--- src/rtl/argmax_cmp_pipe.sv ---
// Pipelined argmax over NCH scores: one registered compare level per tree level.
// Equal scores resolve to the lower index; out_tie flags a repeated maximum.
module argmax_cmp_pipe #(
  parameter int WIDTH  = 3,
  parameter int NCH    = 8,
  parameter int SIGNED = 0,
  parameter int IDXW   = $clog2(NCH)
) (
  input  logic                 clk,
  input  logic                 rst,
  input  logic                 in_valid,
  output logic                 in_ready,
  input  logic [NCH*WIDTH-1:0] in_scores,
  output logic                 out_valid,
  input  logic                 out_ready,
  output logic [IDXW-1:0]      out_idx,
  output logic [WIDTH-1:0]     out_max,
  output logic                 out_tie
);

  localparam int L = $clog2(NCH);

  function automatic int cnt_at(input int lvl);
    int c;
    c = NCH;
    for (int i = 0; i < lvl; i++) c = (c + 1) / 2;
    return c;
  endfunction

  function automatic int off_at(input int lvl);
    int s;
    s = 0;
    for (int i = 0; i < lvl; i++) s += cnt_at(i);
    return s;
  endfunction

  function automatic logic gt(input logic [WIDTH-1:0] a, input logic [WIDTH-1:0] b);
    if (SIGNED != 0) return $signed(a) > $signed(b);
    return a > b;
  endfunction

  // Registered nodes of all stages, stage 0 first; the last node is the result.
  localparam int TQ = off_at(L + 1) - NCH;

  logic                 stall;
  logic [L-1:0]         vld_q, vld_d;
  logic [TQ*WIDTH-1:0]  sc_q, sc_d, cmp_sc, msk_sc;
  logic [TQ*IDXW-1:0]   idx_q, idx_d, cmp_idx, msk_idx;
  logic [TQ-1:0]        tie_q, tie_d, cmp_tie, ld;

  assign out_valid = vld_q[L-1];
  assign stall     = out_valid & ~out_ready;
  assign in_ready  = ~stall;
  assign out_max   = sc_q[(TQ-1)*WIDTH +: WIDTH];
  assign out_idx   = idx_q[(TQ-1)*IDXW +: IDXW];
  assign out_tie   = tie_q[TQ-1];

  for (genvar l = 0; l < L; l++) begin : g_lvl
    localparam int NI = cnt_at(l);
    localparam int NO = cnt_at(l + 1);
    localparam int BI = off_at(l) - NCH;
    localparam int BO = off_at(l + 1) - NCH;

    for (genvar j = 0; j < NO; j++) begin : g_node
      localparam int LQ = BI + 2 * j;
      localparam int O  = BO + j;

      logic [WIDTH-1:0] a_sc;
      logic [IDXW-1:0]  a_idx;
      logic             a_tie;

      if (l == 0) begin : g_a
        assign a_sc  = in_scores[(2*j)*WIDTH +: WIDTH];
        assign a_idx = IDXW'(2 * j);
        assign a_tie = 1'b0;
        assign ld[O] = in_valid;
      end else begin : g_a
        assign a_sc  = sc_q[LQ*WIDTH +: WIDTH];
        assign a_idx = idx_q[LQ*IDXW +: IDXW];
        assign a_tie = tie_q[LQ];
        assign ld[O] = vld_q[l-1];
      end

      assign msk_sc[O*WIDTH +: WIDTH] = {WIDTH{ld[O]}};
      assign msk_idx[O*IDXW +: IDXW]  = {IDXW{ld[O]}};

      if (2 * j + 1 < NI) begin : g_cmp
        logic [WIDTH-1:0] b_sc;
        logic [IDXW-1:0]  b_idx;
        logic             b_tie;
        logic             b_win;

        if (l == 0) begin : g_b
          assign b_sc  = in_scores[(2*j+1)*WIDTH +: WIDTH];
          assign b_idx = IDXW'(2 * j + 1);
          assign b_tie = 1'b0;
        end else begin : g_b
          assign b_sc  = sc_q[(LQ+1)*WIDTH +: WIDTH];
          assign b_idx = idx_q[(LQ+1)*IDXW +: IDXW];
          assign b_tie = tie_q[LQ+1];
        end

        // Only a strictly larger right operand wins, so equal scores keep the lower index.
        assign b_win = gt(b_sc, a_sc);
        assign cmp_sc[O*WIDTH +: WIDTH] = b_win ? b_sc : a_sc;
        assign cmp_idx[O*IDXW +: IDXW]  = b_win ? b_idx : a_idx;
        assign cmp_tie[O] = (a_sc == b_sc) | (b_win ? b_tie : a_tie);
      end else begin : g_pass
        assign cmp_sc[O*WIDTH +: WIDTH] = a_sc;
        assign cmp_idx[O*IDXW +: IDXW]  = a_idx;
        assign cmp_tie[O] = a_tie;
      end
    end
  end

  // Data only loads behind a valid token, so idle inputs never disturb held results.
  always_comb begin
    vld_d = vld_q;
    sc_d  = sc_q;
    idx_d = idx_q;
    tie_d = tie_q;
    if (!stall) begin
      vld_d = L'({vld_q, in_valid});
      sc_d  = (sc_q & ~msk_sc) | (cmp_sc & msk_sc);
      idx_d = (idx_q & ~msk_idx) | (cmp_idx & msk_idx);
      tie_d = (tie_q & ~ld) | (cmp_tie & ld);
    end
  end

  always_ff @(posedge clk) begin
    if (rst) begin
      vld_q <= '0;
      sc_q  <= '0;
      idx_q <= '0;
      tie_q <= '0;
    end else begin
      vld_q <= vld_d;
      sc_q  <= sc_d;
      idx_q <= idx_d;
      tie_q <= tie_d;
    end
  end

endmodule

--- config.mk ---
export PLATFORM = sky130hd
export DESIGN_NAME = argmax_cmp_pipe
export DESIGN_NICKNAME = d
export VERILOG_FILES = /design/src/rtl/argmax_cmp_pipe.sv
export SDC_FILE = /design/constraint.sdc
export NUM_CORES = 1
export LEC_CHECK = 0
export BUFFER_PORTS_ARGS = -buffer_cell sky130_fd_sc_hd__buf_2
export CAP_MARGIN = 10
export CORE_MARGIN = 2
export CORE_UTILIZATION = 52
export DETAILED_ROUTE_END_ITERATION = 16
export HOLD_SLACK_MARGIN = 0.06
export PLACE_DENSITY = 0.84
export SLEW_MARGIN = 10
export SYNTH_ARGS = -nofsm -noshare
export SYNTH_HDL_FRONTEND = slang
export SYNTH_SLANG_ARGS = --single-unit
export TNS_END_PERCENT = 1
--- constraint.sdc ---
create_clock -name clk -period 1.6 [get_ports clk]
set_input_delay 0.08 -clock clk [delete_from_list [all_inputs] [get_ports clk]]
set_output_delay 0.08 -clock clk [all_outputs]
set_load 0.02 [all_outputs]
; ---- After elaboration in Yosys (flattened, before gate mapping)
; Cells that the tools add are included.
[word_totals]
reg_bits = 52
in_bits = 28
output_inout_bits = 9
word_cells = 52
[classes]
order_cmp = 7
n_eq_ne = 7
muxes = 17
bitwise_logic = 17
[op_table]
columns = op, count
row1 = $and A21 B21 Y21, 4
row2 = $or A21 B21 Y21, 2
row3 = $mux W3, 10
row4 = $eq A3 B3 Y1, 7
row5 = $gt A3 B3 Y1, 7
row6 = $not A21 Y21, 1
row7 = $and A7 B7 Y7, 2
row8 = $mux W1, 7
row9 = $not A7 Y7, 1
row10 = $or A7 B7 Y7, 1
row11 = $or A1 B1 Y1, 3
row12 = $not A1 Y1, 2
row13 = $and A1 B1 Y1, 1

; ---- Depth between registers and ports, before layout
; Gate-level depths: netlist (run 1).
[logic_depth]
ltp_word = 5
depth_mapped = 7
mapped_depth_nobuf = 6

; ---- Worst setup path after synthesis (run 1)
; OpenSTA, ideal clock, no wires.
[synth_path]
kind = reg-to-reg
startpoint = register with a tool-made name
endpoint = register with a tool-made name
setup_time_ns = 0.134
arrival_ns = 1.472
required_ns = 1.466
slack_ns = -0.006
path_stages_with_launch = 8
path_buffers = 1
synth_period_minus_slack_ns = 1.606
path_cell_list = dfxtp_1 inv_1 ha_1 and2b_1 or3_1 clkbuf_1 nand3b_1 a41oi_1

==> flow_summary.yaml, run 1 <==
final_layout:
  diodes: 0
  multi_input_area_sq_mm: 0.00165
  final_cell_area_sq_mm: 0.00340
  final_nets: 400
  regArea_sq_mm: 0.00105
  syn_to_final_growth_pct: 22.9
  fillers: 391
  drive_gt1_share_pct: 33.5
cts:
  cts_tree: "yes"
  cts_buffer_depth: 2
  clk_pin_slew_ns: 0.09
  cts_max_level: 2
  clock_latency_ns: 0.31
  cts_buffers: 5
  root_buffer: "clkbuf_8"
  cts_sinks: 52
worst_hold_path:
  hold_class: "in -> reg"
yosys:
  synth-main-ff-cell: "dfxtp_1"
  yosysWarnings: 0
  netlist_top_cells_area: "dfxtp_1 38%, ha_1 9.5%, mux2i_1 9.4%"
  synthTopCellsByCount: "52 x dfxtp_1, 43 x nor2_1, 26 x mux2i_1"
  synth_edf_count: 0
  yosysMostFrequentCell: "dfxtp_1"
  ys_types: 37
  async_reset_ff_share_pct: 0
  netlist.top_cell.by_area: "dfxtp_1"
  avgSynthCellArea_sq_um: 9.04
  ys_seq_elements: 52
  synth_cells: 306
  ys_seq_area_share_pct: 37.6
  syn-num-nets: 355
  yosys.area.top_type_share_pct: 37.6
  netlist_area_sq_mm: 0.00277
floorplanning:
  rows: 26
  io_pins: 37
  die_x_um: 76.9
  fp.coreArea_sq_mm: 0.00511
  start_util_pct: 54.1
  die_h_um: 76.9
  dieArea_sq_mm: 0.00592
drt:
  ant_nets: 0
  wl_per_cell_um: 14.9
  wl_mm: 6.28
  dr.pass1.iters: 4
  vias: 2379
  drt_iter0_markers: 123
  drc_errors: 0
  vias_per_cell: 5.64
timing:
  worst-slew-pin-transition_ns: 0.508
  fin_ws_ns: -0.0900
  finalCritPeriodShare_pct: 106
  maxSlewViolCount: 0
  rsz0062_at_grt: "yes"
  skew_ns: 0.00553
  hold_viol_final: 0
  max_slew_margin_pct: 66.1
  layout_min_cycle_time_ns: 1.69
  fmax_mhz: 592
  setup_viol: 8
setup_path:
  crit_type: "reg -> reg"
  path_cells: "inv_2 > ha_4 > nand3b_1 > a21boi_4 > mux2i_1 > a211oi_1"
  worstPathMaxFanout: 6
  start_kind: "register"
  r2r_slack_ns: -0.09
  crit_family: "compound AO/OA/AOI/OAI gates"
  cp_slowest_cell: "dfxtp_2"
  crit_path_max_incr_delay_ns: 0.35
  end_kind: "register"
  cp_num_buf_inv: 1
  crit_arrival_ns: 1.87
  critPathRequiredTime_ns: 1.78
placed_design:
  placed_area_sq_mm: 0.00303
  hpwl_mm: 4.13
  dp_worst_setup_slack_ns: -0.118
  io_buffers: 36
  gp_congestion: 0.938
run_status:
  status: "complete, but fails checks"
  violations: "negative setup slack"
grt:
  grt_pass1_wl_mm: 9.83
  antenna_found_initial: 0
  grt_max_degree: 35
  overflow: 0
  grt_usage_pct: 20.3
  grt_pass1_vias: 2289
power_and_ir_drop:
  power_density_mw_per_mm2: 1000
  ir_worst_vdd_mv: 0.571
  power.leakage_uw: 0.00144
flow_run:
  maxCapViolations: 0
per-layer routing:
layer,global-route usage [%],vias up,wire length [um]
met3,4.59,19,242
met5,0,-,0
met2,35.2,67,3190
met4,9.45,0,179
met1,23.7,1121,2670
li1,-,1172,-
final timing paths:
| path | start | to | cells after the start |
|---|---|---|---|
| worst min-delay path | out_ready | vld_q[1]$_SDFFE_PP0N_ | 4 |
| worst max register to register | register | register | 6 |
| worst max-delay path | register | register | 6 |
| worst min register to register | register | register | 2 |
area by class of cell:
class | count | share of cell area (%)
clock inverter | 1 | 0.884
inverter | 22 | 2.43
timing repair buffer | 60 | 11.9
clock buffer | 7 | 2.84
sequential | 52 | 31.0
tap | 70 | 2.58
multi-input combinational | 210 | 48.4
what timing repair did:
| item | in CTS | in global routing |
|---|---|---|
| gates resized for setup | 12 | 38 |
| endpoints found under the setup margin | 21 | 23 |
| hold buffers | 2 | 0 |
| pin swaps | 6 | 31 |
| buffers inserted | 1 | 4 |
| hold endpoints to repair | 1 | 0 |
power breakdown:
group / switching, uW / leakage [uW] / internal, uW
clock: 426 / 0.0000645 / 552
sequential: 64.4 / 0.000431 / 1390
combinational: 500 / 0.000949 / 469
placed cells by master, fill, tap and decap left out, drive strengths merged, types with 3 or more instances in the layout:
master and count:
buf 58, dfxtp 52, nor2 43, mux2i 26
inv 22, a211oi 21, ha 21, nand2 16
a21oi 16, o21ai 11, nand3 10, a311oi 8
clkbuf 7, nand3b 6, nor3b 4, and2 4
a221oi 4, and3 3
through the flow:
step           cells  utilization (%)  hold slack (ns)  setup TNS [ns]  total power, uW
6_report         422             66.5           0.0638          -0.341             3400
5_1_grt          422             66.5           0.0938           -1.41             3560
4_1_cts          418             63.2           0.0604          -0.317             3260
3_5_place_dp     407             59.4            0.371          -0.843             2240
3_3_place_gp     407             59.4            0.363               0             2200
2_1_floorplan    306                -            0.222               0             2030
worst reg2reg max path, delay by kind of cell, from the launching register on:
kind | cells | cell delay, ns
buffers and inverters | 1 | 0.05
muxes | 1 | 0.29
DFF | 1 | 0.35
adders and majority gates | 1 | 0.28
AOI/OAI and AO/OA | 2 | 0.44
and+or+nand+nor | 1 | 0.14
logic make-up (layout without fill, tap and decap cells):
kind of cell | count (synthesis) | after routing | synth area share [%]
buf+inv | 44 | 90 | 8.55
fa+ha+maj | 21 | 21 | 9.50
mux | 26 | 26 | 9.41
simple gates | 93 | 93 | 16.3
flops | 52 | 52 | 37.6
compound gates | 70 | 70 | 18.6
(Power assumes the default switching activity.)
==> run 2, diff against run 1 <==
- ABC_AREA: default -> 1
- CTS_CLUSTER_SIZE: default -> 8
==> run 2 against run 1 <==
The flow now finishes without violations. Synthesized cell count up 38%. Global-route usage is essentially flat. Register-to-register slack gained 0.19 ns. Non-clock buffer count is 19 lower. Critical path depth is 3 higher. Clock skew up 0.0013 ns. First-iteration DRC count grew 4.9%. Maximum frequency rose by 13%. Clock power fell by 21%. Worst setup slack better by 0.19 ns.
==> flow_summary.yaml, run 2 <==
run_status:
  status: "complete, no violations"
floorplanning:
  fp.coreArea_sq_mm: 0.00520
  die_h_um: 78.1
  rows: 26
  dieArea_sq_mm: 0.00609
  start_util_pct: 54.8
  die_x_um: 78.1
  io_pins: 37
power_and_ir_drop:
  ir_worst_vdd_mv: 0.462
  power.leakage_uw: 0.00168
  power_density_mw_per_mm2: 941
grt:
  grt_max_degree: 32
  grt_pass1_wl_mm: 10.2
  overflow: 0
  grt_usage_pct: 20.3
  grt_pass1_vias: 2402
  antenna_found_initial: 0
cts:
  cts_buffers: 5
  clock_latency_ns: 0.30
  root_buffer: "clkbuf_8"
  cts_tree: "yes"
  cts_sinks: 52
  clk_pin_slew_ns: 0.09
  ctsHoldBuffers: 0
  cts_max_level: 2
  cts_buffer_depth: 2
yosys:
  netlist.top_cell.by_area: "dfxtp_1"
  netlist_area_sq_mm: 0.00285
  synth_cells: 423
  yosysWarnings: 0
  yosys.area.top_type_share_pct: 36.5
  netlist_top_cells_area: "dfxtp_1 37%, nand3_1 13%, nand2_1 11%"
  synth_edf_count: 0
  async_reset_ff_share_pct: 0
  syn-num-nets: 472
  synth-main-ff-cell: "dfxtp_1"
  yosysMostFrequentCell: "nand2_1"
  avgSynthCellArea_sq_um: 6.74
  ys_types: 20
  ys_seq_elements: 52
  synthTopCellsByCount: "85 x nand2_1, 76 x nand3_1, 66 x inv_1, 52 x dfxtp_1, 51 x nor2_1"
  ys_seq_area_share_pct: 36.5
setup_path:
  end_kind: "register"
  critPathRequiredTime_ns: 1.86
  crit_type: "reg -> reg"
  worstRegToRegCells: 9
  start_kind: "register"
  crit_arrival_ns: 1.76
  worstPathMaxFanout: 8
  r2r_slack_ns: 0.1
final_layout:
  layout_common_cells: "79 x nand2_1, 72 x nand3_1, 66 x inv_1"
  diodes: 0
  final_nets: 501
  final_common_cell: "nand2_1"
  final_cells: 523
  drive_gt1_share_pct: 15.9
  syn_to_final_growth_pct: 12.4
timing:
  skew_ns: 0.00681
  maxSlewViolCount: 0
  worst-slew-pin-transition_ns: 0.475
  fin_ws_ns: 0.0997
  layout_min_cycle_time_ns: 1.50
  fmax_mhz: 667
  rsz0062_at_grt: "yes"
  hold_viol_final: 0
  finalCritPeriodShare_pct: 93.8
  max_slew_margin_pct: 68.3
  setup_viol: 0
placed_design:
  io_buffers: 36
  hpwl_mm: 4.30
  dpl.cell_count: 514
  dp_worst_setup_slack_ns: -0.0276
  gp_congestion: 0.890
drt:
  ant_nets: 0
  drc_errors: 0
  drt_iter0_markers: 129
  vias_per_cell: 5.02
  vias: 2627
  wl_per_cell_um: 11.4
  dr.pass1.iters: 5
  wl_mm: 5.96
worst_hold_path:
  hold_class: "in -> reg"
  whs_path_depth: 5
flow_run:
  maxCapViolations: 0
==> run 2: cell types whose count changed after synthesis, sizes merged, moves of 4 or more <==
cell,change
nand2,+70
nand3,+66
inv,+46
mux2i,-26
a211oi,-20
nor2,+17
a21oi,+12
a311oi,-8
nand3b,-6
a221oi,-4
nor3b,-4
==> run 2: logic make-up after synthesis <==
| logic type | synth area share (%) |
|---|---|
| compound gates | 6.76 |
| simple gates | 34.6 |
| buf+inv | 12.9 |
| fa+ha+maj | 9.21 |
| flops | 36.5 |
==> run 2: layout make-up <==
class	instances	area (sq um)
fill	459	2000
multi-input combinational	284	1510
sequential	52	1040
inverter	68	255
timing repair buffer	41	218
clock buffer	8	90.1
tap	70	87.6
==> run 2: timing repair <==
| action | 4_1_cts | 5_1_grt |
|---|---|---|
| setup buffers | 0 | 1 |
| resized for setup | 2 | 14 |
| cloned | 0 | 0 |
| hold endpoints to repair | 0 | 0 |
| endpoints found under the setup margin | 6 | 20 |
| pin swaps | 0 | 3 |
==> run 2: worst paths after layout <==
kind,from,end
max reg2reg,register,register
min,in_scores[7],register
min reg2reg,idx_q[7]$_SDFFE_PP0N_,idx_q[7]$_SDFFE_PP0N_
max,register,register
==> run 2: metal layers <==
layer | share of wire (%) | GRT usage (%) | vias up | wire length [um]
met5 | 0 | 0 | - | 0
met4 | 1.4 | 6.14 | 0 | 81
met3 | 4.9 | 5.29 | 11 | 292
met2 | 48 | 32.9 | 67 | 2840
met1 | 46 | 26.7 | 1162 | 2750
li1 | - | - | 1387 | -
==> run 2: metrics by stage <==
| step | area [sq um] | power (uW) | hold WS (ns) | util [%] | setup TNS, ns |
|---|---|---|---|---|---|
| finish | 3200 | 3010 | 0.0691 | 61.6 | 0 |
| global route | 3200 | 3200 | 0.0872 | 61.6 | -0.203 |
| CTS | 3130 | 2930 | 0.0633 | 60.2 | 0 |
| detailed placement | 3040 | 2180 | 0.377 | 58.3 | -0.0498 |
| global placement | 3040 | 2150 | 0.379 | 58.3 | 0 |
| floorplan | 2850 | 2010 | 0.269 | - | 0 |
==> run 2: power breakdown <==
| part | leakage, uW | total, uW | internal, uW | switching (uW) |
|---|---|---|---|---|
| Clock | 0.0000455 | 769 | 354 | 415 |
| Sequential | 0.000429 | 1450 | 1390 | 62.7 |
| Combinational | 0.00120 | 796 | 291 | 505 |
==> run 2: worst max-delay path, cell delays in order (launching register included) <==
cell	delay, ns
dfxtp_1	0.36
inv_1	0.10
ha_4	0.27
a21oi_2	0.23
nand2_4	0.11
nand2_2	0.12
nand2_1	0.07
nand3_1	0.08
nand2_1	0.06
inv_1	0.05
